## src/rtl/joy_serial_multi.sv

```systemverilog
// Serial joystick reader for a 74HC165-style shift chain.
// Deserialises PLAYERS x BITS buttons, then applies debounce and disconnect detection.
module joy_serial_multi #(
  parameter int PLAYERS    = 2,
  parameter int BITS       = 12,
  parameter int CLK_DIV    = 32,
  parameter int GAP_TICKS  = 64,
  parameter int DEBOUNCE   = 2,
  parameter bit ACTIVE_LOW = 1'b1
) (
  input  logic                  clk,
  input  logic                  reset_n,
  input  logic                  enable,
  input  logic                  joy_data,
  output logic                  joy_clk,
  output logic                  joy_load,
  output logic [PLAYERS*16-1:0] joystick,
  output logic [PLAYERS-1:0]    present,
  output logic                  valid
);

  localparam int NB = PLAYERS * BITS;
  localparam int IW = (NB > 1) ? $clog2(NB) : 1;
  localparam int TW = $clog2(GAP_TICKS + 2);
  localparam int DW = $clog2(CLK_DIV);
  localparam logic [2:0] DEB_MAX = 3'(DEBOUNCE - 1);

  typedef enum logic [2:0] {
    IDLE,
    LOAD,
    SHIFT,
    LATCH,
    GAP
  } state_t;

  state_t          state_q, state_d;
  logic            phase_q, phase_d;
  logic [IW-1:0]   bit_q, bit_d;
  logic [TW-1:0]   tcnt_q, tcnt_d;
  logic [DW-1:0]   div_q;
  logic            tick;
  logic            clr_div;
  logic            sample;
  logic [1:0]      data_sync;
  logic [NB-1:0]   raw_q;
  logic [NB-1:0]   dec;

  logic [BITS-1:0] prev_q  [PLAYERS];
  logic [2:0]      cnt_q   [PLAYERS];
  logic [BITS-1:0] dec_p   [PLAYERS];
  logic [2:0]      cnt_new [PLAYERS];
  logic [PLAYERS-1:0] pres_new;

  assign tick    = (div_q == DW'(CLK_DIV - 1));
  assign clr_div = (state_q == LATCH) || ((state_d == LOAD) && (state_q != LOAD));
  assign dec     = ACTIVE_LOW ? ~raw_q : raw_q;

  always_ff @(posedge clk or negedge reset_n) begin
    if (!reset_n) begin
      data_sync <= '0;
      div_q     <= '0;
    end else begin
      data_sync <= {data_sync[0], joy_data};
      if (clr_div || tick) div_q <= '0;
      else                 div_q <= div_q + DW'(1);
    end
  end

  // Frame sequencer; LOAD and GAP share the tick counter tcnt.
  always_comb begin
    state_d = state_q;
    phase_d = phase_q;
    bit_d   = bit_q;
    tcnt_d  = tcnt_q;
    sample  = 1'b0;
    case (state_q)
      IDLE: begin
        if (enable) begin
          state_d = LOAD;
          tcnt_d  = '0;
        end
      end
      LOAD: begin
        if (tick) begin
          if (tcnt_q == TW'(1)) begin
            state_d = SHIFT;
            phase_d = 1'b0;
            bit_d   = '0;
            tcnt_d  = '0;
          end else begin
            tcnt_d = tcnt_q + TW'(1);
          end
        end
      end
      SHIFT: begin
        if (tick) begin
          if (!phase_q) begin
            sample  = 1'b1;
            phase_d = 1'b1;
          end else begin
            phase_d = 1'b0;
            if (bit_q == IW'(NB - 1)) state_d = LATCH;
            else                      bit_d   = bit_q + IW'(1);
          end
        end
      end
      LATCH: begin
        state_d = GAP;
        tcnt_d  = '0;
      end
      GAP: begin
        if (tick) begin
          if (tcnt_q == TW'(GAP_TICKS - 1)) begin
            state_d = enable ? LOAD : IDLE;
            tcnt_d  = '0;
          end else begin
            tcnt_d = tcnt_q + TW'(1);
          end
        end
      end
      default: state_d = IDLE;
    endcase
  end

  // Pin outputs are registered from the next state so they line up with state_q.
  always_ff @(posedge clk or negedge reset_n) begin
    if (!reset_n) begin
      state_q  <= IDLE;
      phase_q  <= 1'b0;
      bit_q    <= '0;
      tcnt_q   <= '0;
      joy_clk  <= 1'b1;
      joy_load <= 1'b1;
      valid    <= 1'b0;
      raw_q    <= '0;
    end else begin
      state_q  <= state_d;
      phase_q  <= phase_d;
      bit_q    <= bit_d;
      tcnt_q   <= tcnt_d;
      joy_clk  <= !((state_d == SHIFT) && !phase_d);
      joy_load <= (state_d != LOAD);
      valid    <= (state_q == LATCH);
      if (sample) raw_q[bit_q] <= data_sync[1];
    end
  end

  always_comb begin
    for (int p = 0; p < PLAYERS; p++) begin
      dec_p[p]    = dec[p*BITS +: BITS];
      pres_new[p] = ~&dec_p[p];
      if (dec_p[p] != prev_q[p])   cnt_new[p] = 3'd0;
      else if (cnt_q[p] >= DEB_MAX) cnt_new[p] = DEB_MAX;
      else                          cnt_new[p] = cnt_q[p] + 3'd1;
    end
  end

  // An all-asserted word means a stuck or absent line: clear that player at once.
  always_ff @(posedge clk or negedge reset_n) begin
    if (!reset_n) begin
      joystick <= '0;
      present  <= '0;
      for (int p = 0; p < PLAYERS; p++) begin
        prev_q[p] <= '0;
        cnt_q[p]  <= '0;
      end
    end else if (state_q == LATCH) begin
      for (int p = 0; p < PLAYERS; p++) begin
        present[p] <= pres_new[p];
        prev_q[p]  <= dec_p[p];
        cnt_q[p]   <= cnt_new[p];
        if (!pres_new[p])              joystick[p*16 +: 16] <= 16'h0000;
        else if (cnt_new[p] == DEB_MAX) joystick[p*16 +: 16] <= 16'(dec_p[p]);
      end
    end
  end

endmodule

```

## config.mk

```make
export PLATFORM = sky130hd
export DESIGN_NAME = joy_serial_multi
export DESIGN_NICKNAME = d
export VERILOG_FILES = /design/src/rtl/joy_serial_multi.sv
export SDC_FILE = /design/constraint.sdc
export NUM_CORES = 1
export LEC_CHECK = 0
export CORE_MARGIN = 2
export CORE_UTILIZATION = 37
export CTS_BUF_LIST = sky130_fd_sc_hd__clkbuf_16
export DETAILED_ROUTE_END_ITERATION = 12
export SYNTH_ARGS = -nofsm -noshare
export SYNTH_HDL_FRONTEND = slang
export SYNTH_SLANG_ARGS = --single-unit
```

## constraint.sdc

```tcl
create_clock -name clk -period 3.4 [get_ports clk]
set_input_delay 0.68 -clock clk [delete_from_list [all_inputs] [get_ports clk]]
set_output_delay 0.68 -clock clk [all_outputs]
set_load 0.05 [all_outputs]
```

; Word-level counts from Yosys, hierarchy flattened
; Index checks and enable logic that the tools add are counted.
[totals]
ff_bits = 114
elab_cells = 111
out_inout_bits = 37
in_bits = 4
[op_classes]
n_reduce_logical = 20
add_sub_neg = 5
bitwise = 1
order_cmp = 4
muxes = 41
eq_ne = 23
[op_table]
columns = operator, n
row1 = $mux W16, 4
row2 = $mux W3, 12
row3 = $mux W7, 5
row4 = $mux W5, 6
row5 = $pmux W7 S4, 1
row6 = $bwmux W24, 1
row7 = $ne A12 B12 Y1, 2
row8 = $not A24 Y24, 1
row9 = $reduce_and A12 Y1, 2
row10 = $pmux W3 S5, 1
row11 = $ne A2 B2 Y1 const B, 7
row12 = $eq A3 B1 Y1 const B, 4
row13 = $add A5 B1 Y5 const B, 2
row14 = $eq A5 B5 Y1 const B, 2
row15 = $pmux W5 S2, 1
row16 = $eq A3 B2 Y1 const B, 3
row17 = $mux W1, 8
row18 = $add A7 B1 Y7 const B, 1
row19 = $eq A7 B1 Y1 const B, 1
row20 = $eq A7 B6 Y1 const B, 1
row21 = $add A3 B1 Y3 const B, 2
row22 = $ge A3 B1 Y1 const B, 2
row23 = $lt A5 B6 Y1 const B, 1
row24 = $ne A3 B1 Y1 const B, 2
row25 = other kinds (13), 22

; Logic depth before layout (Yosys ltp)
[depth]
word_depth = 10
mapped_depth = 9

; Worst setup path after synthesis
; OpenSTA, ideal clock, no wires.
[synth_timing]
path_kind = register -> register
startpoint = register div_q[0]
endpoint = register tcnt_q[1]
setup_time_ns = 0.084
synth_period_minus_slack_ns = 2.052
arrival_ns = 1.969
stages_incl_launch_ff = 10
t_required_ns = 3.316
setup_slack_ns = 1.348
path_cell_list = dfrtp_1 > ha_1 > and3_1 > ha_1 > clkbuf_1 > o21a_1 > a21oi_1 > o21a_1 > or4_1 > o22ai_1
[synth_between]
elab_chain_cells = 3
elab_cells_between_ends = 4
classes_between = eq/ne (3) / reduce/logical (1)
[synth_rtl]
columns = item, line
row1 = from (decl), 40  ; logic [DW-1:0] div_q;
row2 = from (signal assigned), 65  ; else div_q <= div_q + DW'(1);
row3 = $eq A5 B5 Y1 (*), 54  ; assign tick = (div_q == DW'(CLK_DIV - 1));
row4 = $ne A2 B2 Y1 (no line), --
row5 = $reduce_and A4 Y1 (no line) (*), --
row6 = to (signal assigned), 140  ; tcnt_q <= tcnt_d;
row7 = to (decl), 39  ; logic [TW-1:0] tcnt_q, tcnt_d;
; Mark *: on every way between the ends. The rest lies on a longest branch, timed or not.
; A chain may end at the register's enable or synchronous reset.

; Worst setup path in the final report
[layout_timing]
startpoint = register cnt_q[1] (netlist bit)
endpoint = register joystick[21]
[layout_between]
elab_chain_cells = 6
elab_cells_between_ends = 7
classes_between = add/sub (1) / order compare (1) / eq/ne (1) / mux (2) / reduce/logical (2)
[layout_rtl]
columns = item, line
row1 = from (decl), 49  ; logic [2:0] cnt_q [PLAYERS];
row2 = "from (signal, indexed assignment)", 171  ; cnt_q[p] <= cnt_new[p];
row3 = $add A3 B1 Y3 or $ge A3 B1 Y1 (tied branches), "154, 153"
row4 = $mux W3 (*), 153  ; else if (cnt_q[p] >= DEB_MAX) cnt_new[p] = DEB_MAX;
row5 = $mux W3 (*), 152  ; if (dec_p[p] != prev_q[p]) cnt_new[p] = 3'd0;
row6 = $eq A3 B1 Y1 (*), 173  ; else if (cnt_new[p] == DEB_MAX) joystick[p*16 +: 16] <= 16'(dec_p[p]);
row7 = $reduce_bool A2 Y1 (no line) (*), --
row8 = $reduce_and A2 Y1 (no line) (*), --
row9 = "to (signal, indexed assignment)", 173
row10 = to (decl), 17  ; output logic [PLAYERS*16-1:0] joystick,
; Marked as above.

==> flow_metrics.tcl <==
set metrics [dict create \
    status "finished clean" \
    die_w_um 119.8 \
    async_flop_share_pct 100.0 \
    crit_type "flip-flop to flip-flop" \
    track_usage_pct 14.50 \
    fillers 1278 \
    critPathMaxStageDelay_ns 0.65 \
    cts_resized 0 \
    fin_nets 500 \
    crit_chain "inv_1 > ha_1 > or4_1 > a21oi_1 > nor4_1 > o21ai_1 > o2bb2ai_1" \
    slew_violations 0 \
    worstSetupEndpointType "flip-flop" \
    grt.overflow.total 0 \
    postLayoutCoreUtil_pct 43.47 \
    maxCapViolations 0 \
    clkPwrFrac_pct 46.1 \
    initial_utilization_pct 37.62 \
    p_seq_share_pct 51.9 \
    place.gp.congestion 0.7909 \
    period_needed_ns 2.379 \
    dr.pass1.iters 4 \
    cp.arrival_ns 2.65 \
    wl_per_cell_um 14.65 \
    ys_ff_latch 106 \
    netlist-cell-type-count 50 \
    cts_sinks 106 \
    reg2reg_from "cnt_q[1]" \
    antenna-diode-count 0 \
    clkLatencyLatePin_ns 0.36 \
    tightest_slew_ns 0.8328 \
    drive_gt1_share_pct 10.45 \
    leakage_nw 2.707 \
    cts_buffers 9 \
    wl_mm 9.726 \
    relSlewSlack_pct 44.11 \
    hold_violations 0 \
    cpMaxStageDelayCell "o21ai_1" \
    yosysWarnings 0 \
    required_ns 3.67 \
    drtAntennaViolNets 0 \
    dieArea_um2 14350 \
    cts_tree "yes" \
    hold_slack_ns 0.3323 \
    clk_pin_slew_ns 0.07 \
    syn_to_final_growth_pct 15.56 \
    p_comb_share_pct 2.0 \
    syn_area_um2 4962 \
    die_h_um 119.8 \
    startpoint_type "flip-flop" \
    crit_start "cnt_q[1]" \
    viasPerCell 5.048 \
    syn_area_per_cell_um2 10.79 \
    synth_edf_count 0 \
    synth_cells 460 \
    antenna_found_initial 0 \
    hold_path_class "input port to asynchronous set/reset pin" \
    drt_iter0_drc 172 \
    yosysSeqAreaShare_pct 53.50 \
    grt_max_degree 59 \
    ios 41 \
    rows 42 \
    ir_worst_vdd_uv 224.7 \
    final.period_utilization_pct 69.98 \
    swShare_pct 21.29 \
    vias 3352 \
    ys.flop_type "dfrtp_1" \
    htree_levels 3 \
    finalSetupTns_ns 0 \
    rsz0062_at_grt "false" \
    cp_max_fo 12 \
    port_buffers 32 \
    cts_buffer_depth 2 \
    cts_root_buf "clkbuf_16" \
    p_int_w 0.001918 \
    powerDensity_nw_per_um2 425.1 \
    p_sw_w 0.0005190 \
    hold_buffers 0 \
    cts_setup_buffers 0 \
    setup_viol 0 \
    core_um2 13190 \
    drc 0 \
    fin_skew_ns 0.008836 \
    grt_pass1_wl_mm 16.56 \
    fmax_mhz 420.3 \
    grt_pass1_vias 3280 \
    place_hpwl_mm 6.761 \
]
## cell usage in the layout, fill, tap and decap left out, types with 13 or more instances in the layout
cell	Yosys	layout
o2bb2ai_1	25	25
ha_1	13	13
nand4_1	15	15
inv_1	14	14
nand2_1	65	65
dfrtp_1	104	104
xor2_1	28	28
mux2_2	24	24
clkdlybuf4s50_1	0	31
o21ai_0	34	34
## through the flow
step	total power, W	cells	instance area, um2	worst slack, ns
6_report	0.002437	664	5734	1.021
5_1_grt	0.002541	664	5734	0.8575
4_1_cts	0.002476	664	5734	1.026
3_5_place_dp	0.001341	648	5411	1.052
3_3_place_gp	0.001340	648	5411	1.137
2_1_floorplan	0.001316	467	4989	1.348
## logic make-up (layout without fill, tap and decap cells)
kind of cell             count (synthesis)  count (layout)  synth area share, %
multiplexers                            25              25                5.648
adder cells (fa/ha/maj)                 13              13                3.278
buffers and inverters                   44              65                4.085
other                                    1               8              0.07557
AO/OA/AOI/OAI                           88              88                12.08
AND/OR/NAND/NOR                        153             153                16.04
flip-flops                             106             106                53.50
XOR/XNOR                                30              30                5.295
## power by group through the flow
stage          registers, W   logic, W  clock network [W]
3_3_place_gp        0.00129  0.0000508                  0
4_1_cts             0.00126  0.0000513            0.00116
3_5_place_dp        0.00129  0.0000512                  0
5_1_grt             0.00127  0.0000556            0.00122
6_report            0.00127  0.0000491            0.00112
2_1_floorplan       0.00129  0.0000290                  0
## cell usage after synthesis (2+ instances only)
library cell    n  area [um2]
a21o_1          3       22.52
a21oi_1         5       25.02
a22o_1          3       26.28
and2_1          3       18.77
and3_1          7       43.79
buf_2           6       30.03
buf_4           8       60.06
clkbuf_1       15       56.30
dfrtp_1       104        2603
dfstp_2         2       52.55
ha_1           13       162.7
inv_1          14       52.55
mux2_2         24       270.3
nand2_1        65       244.0
nand2b_1        2       12.51
nand3_1        10       50.05
nand4_1        15       93.84
nor2_1         11       41.29
nor2b_1         4       25.02
nor3_1          2       10.01
nor3b_1         3       22.52
nor4_1         11       68.82
o21a_1          3       22.52
o21ai_0        34       170.2
o21ai_1         8       40.04
o2bb2ai_1      25       219.0
o31ai_1         3       22.52
or3_1           3       18.77
or4_1           5       37.54
xnor2_1         2       17.52
xor2_1         28       245.2
## sequential cells by signal, indices dropped and copies added, names as in the netlist
register,count
joystick,24
prev_q,24
raw_q,24
tcnt_q,7
cnt_q,6
bit_q,5
div_q,5
state_q,3
data_sync,2
present,2
joy_clk,1
joy_load,1
phase_q,1
valid,1
## cell type report
type                       instances  area [um2]  share of cell area, %
tap                              176       220.2                  3.840
clock inverter                     7       97.59                  1.702
inverter                          14       52.55                 0.9164
clock buffer                       9       225.2                  3.928
timing repair buffer              35       352.8                  6.153
multi-input combinational        317        2131                  37.16
sequential                       106        2655                  46.30
## worst max-delay path, delay by kind of cell, from the launching register on
kind	cells	cell delay [ns]
buffers and inverters	1	0.07
DFF	1	0.39
adders and majority gates	1	0.17
AOI/OAI and AO/OA	3	1.01
and+or+nand+nor	2	0.65
## final timing paths
path	slack [ns]	depth (start not counted)	end
worst max-delay path	1.02	7	joystick[21]
worst min-delay path	0.33	1	present[1]
worst max register to register	1.02	7	joystick[21]
worst min register to register	0.35	0	data_sync[1]
max in group asynchronous	2.29	2	joy_clk
min in group clk	0.35	0	data_sync[1]
## routing by layer
layer,wire length (um),track usage (%)
met3,257,3.992
met2,4605,22.86
met5,0,0
met4,112,3.971
met1,4750,19.72
(Power assumes the default switching activity.)
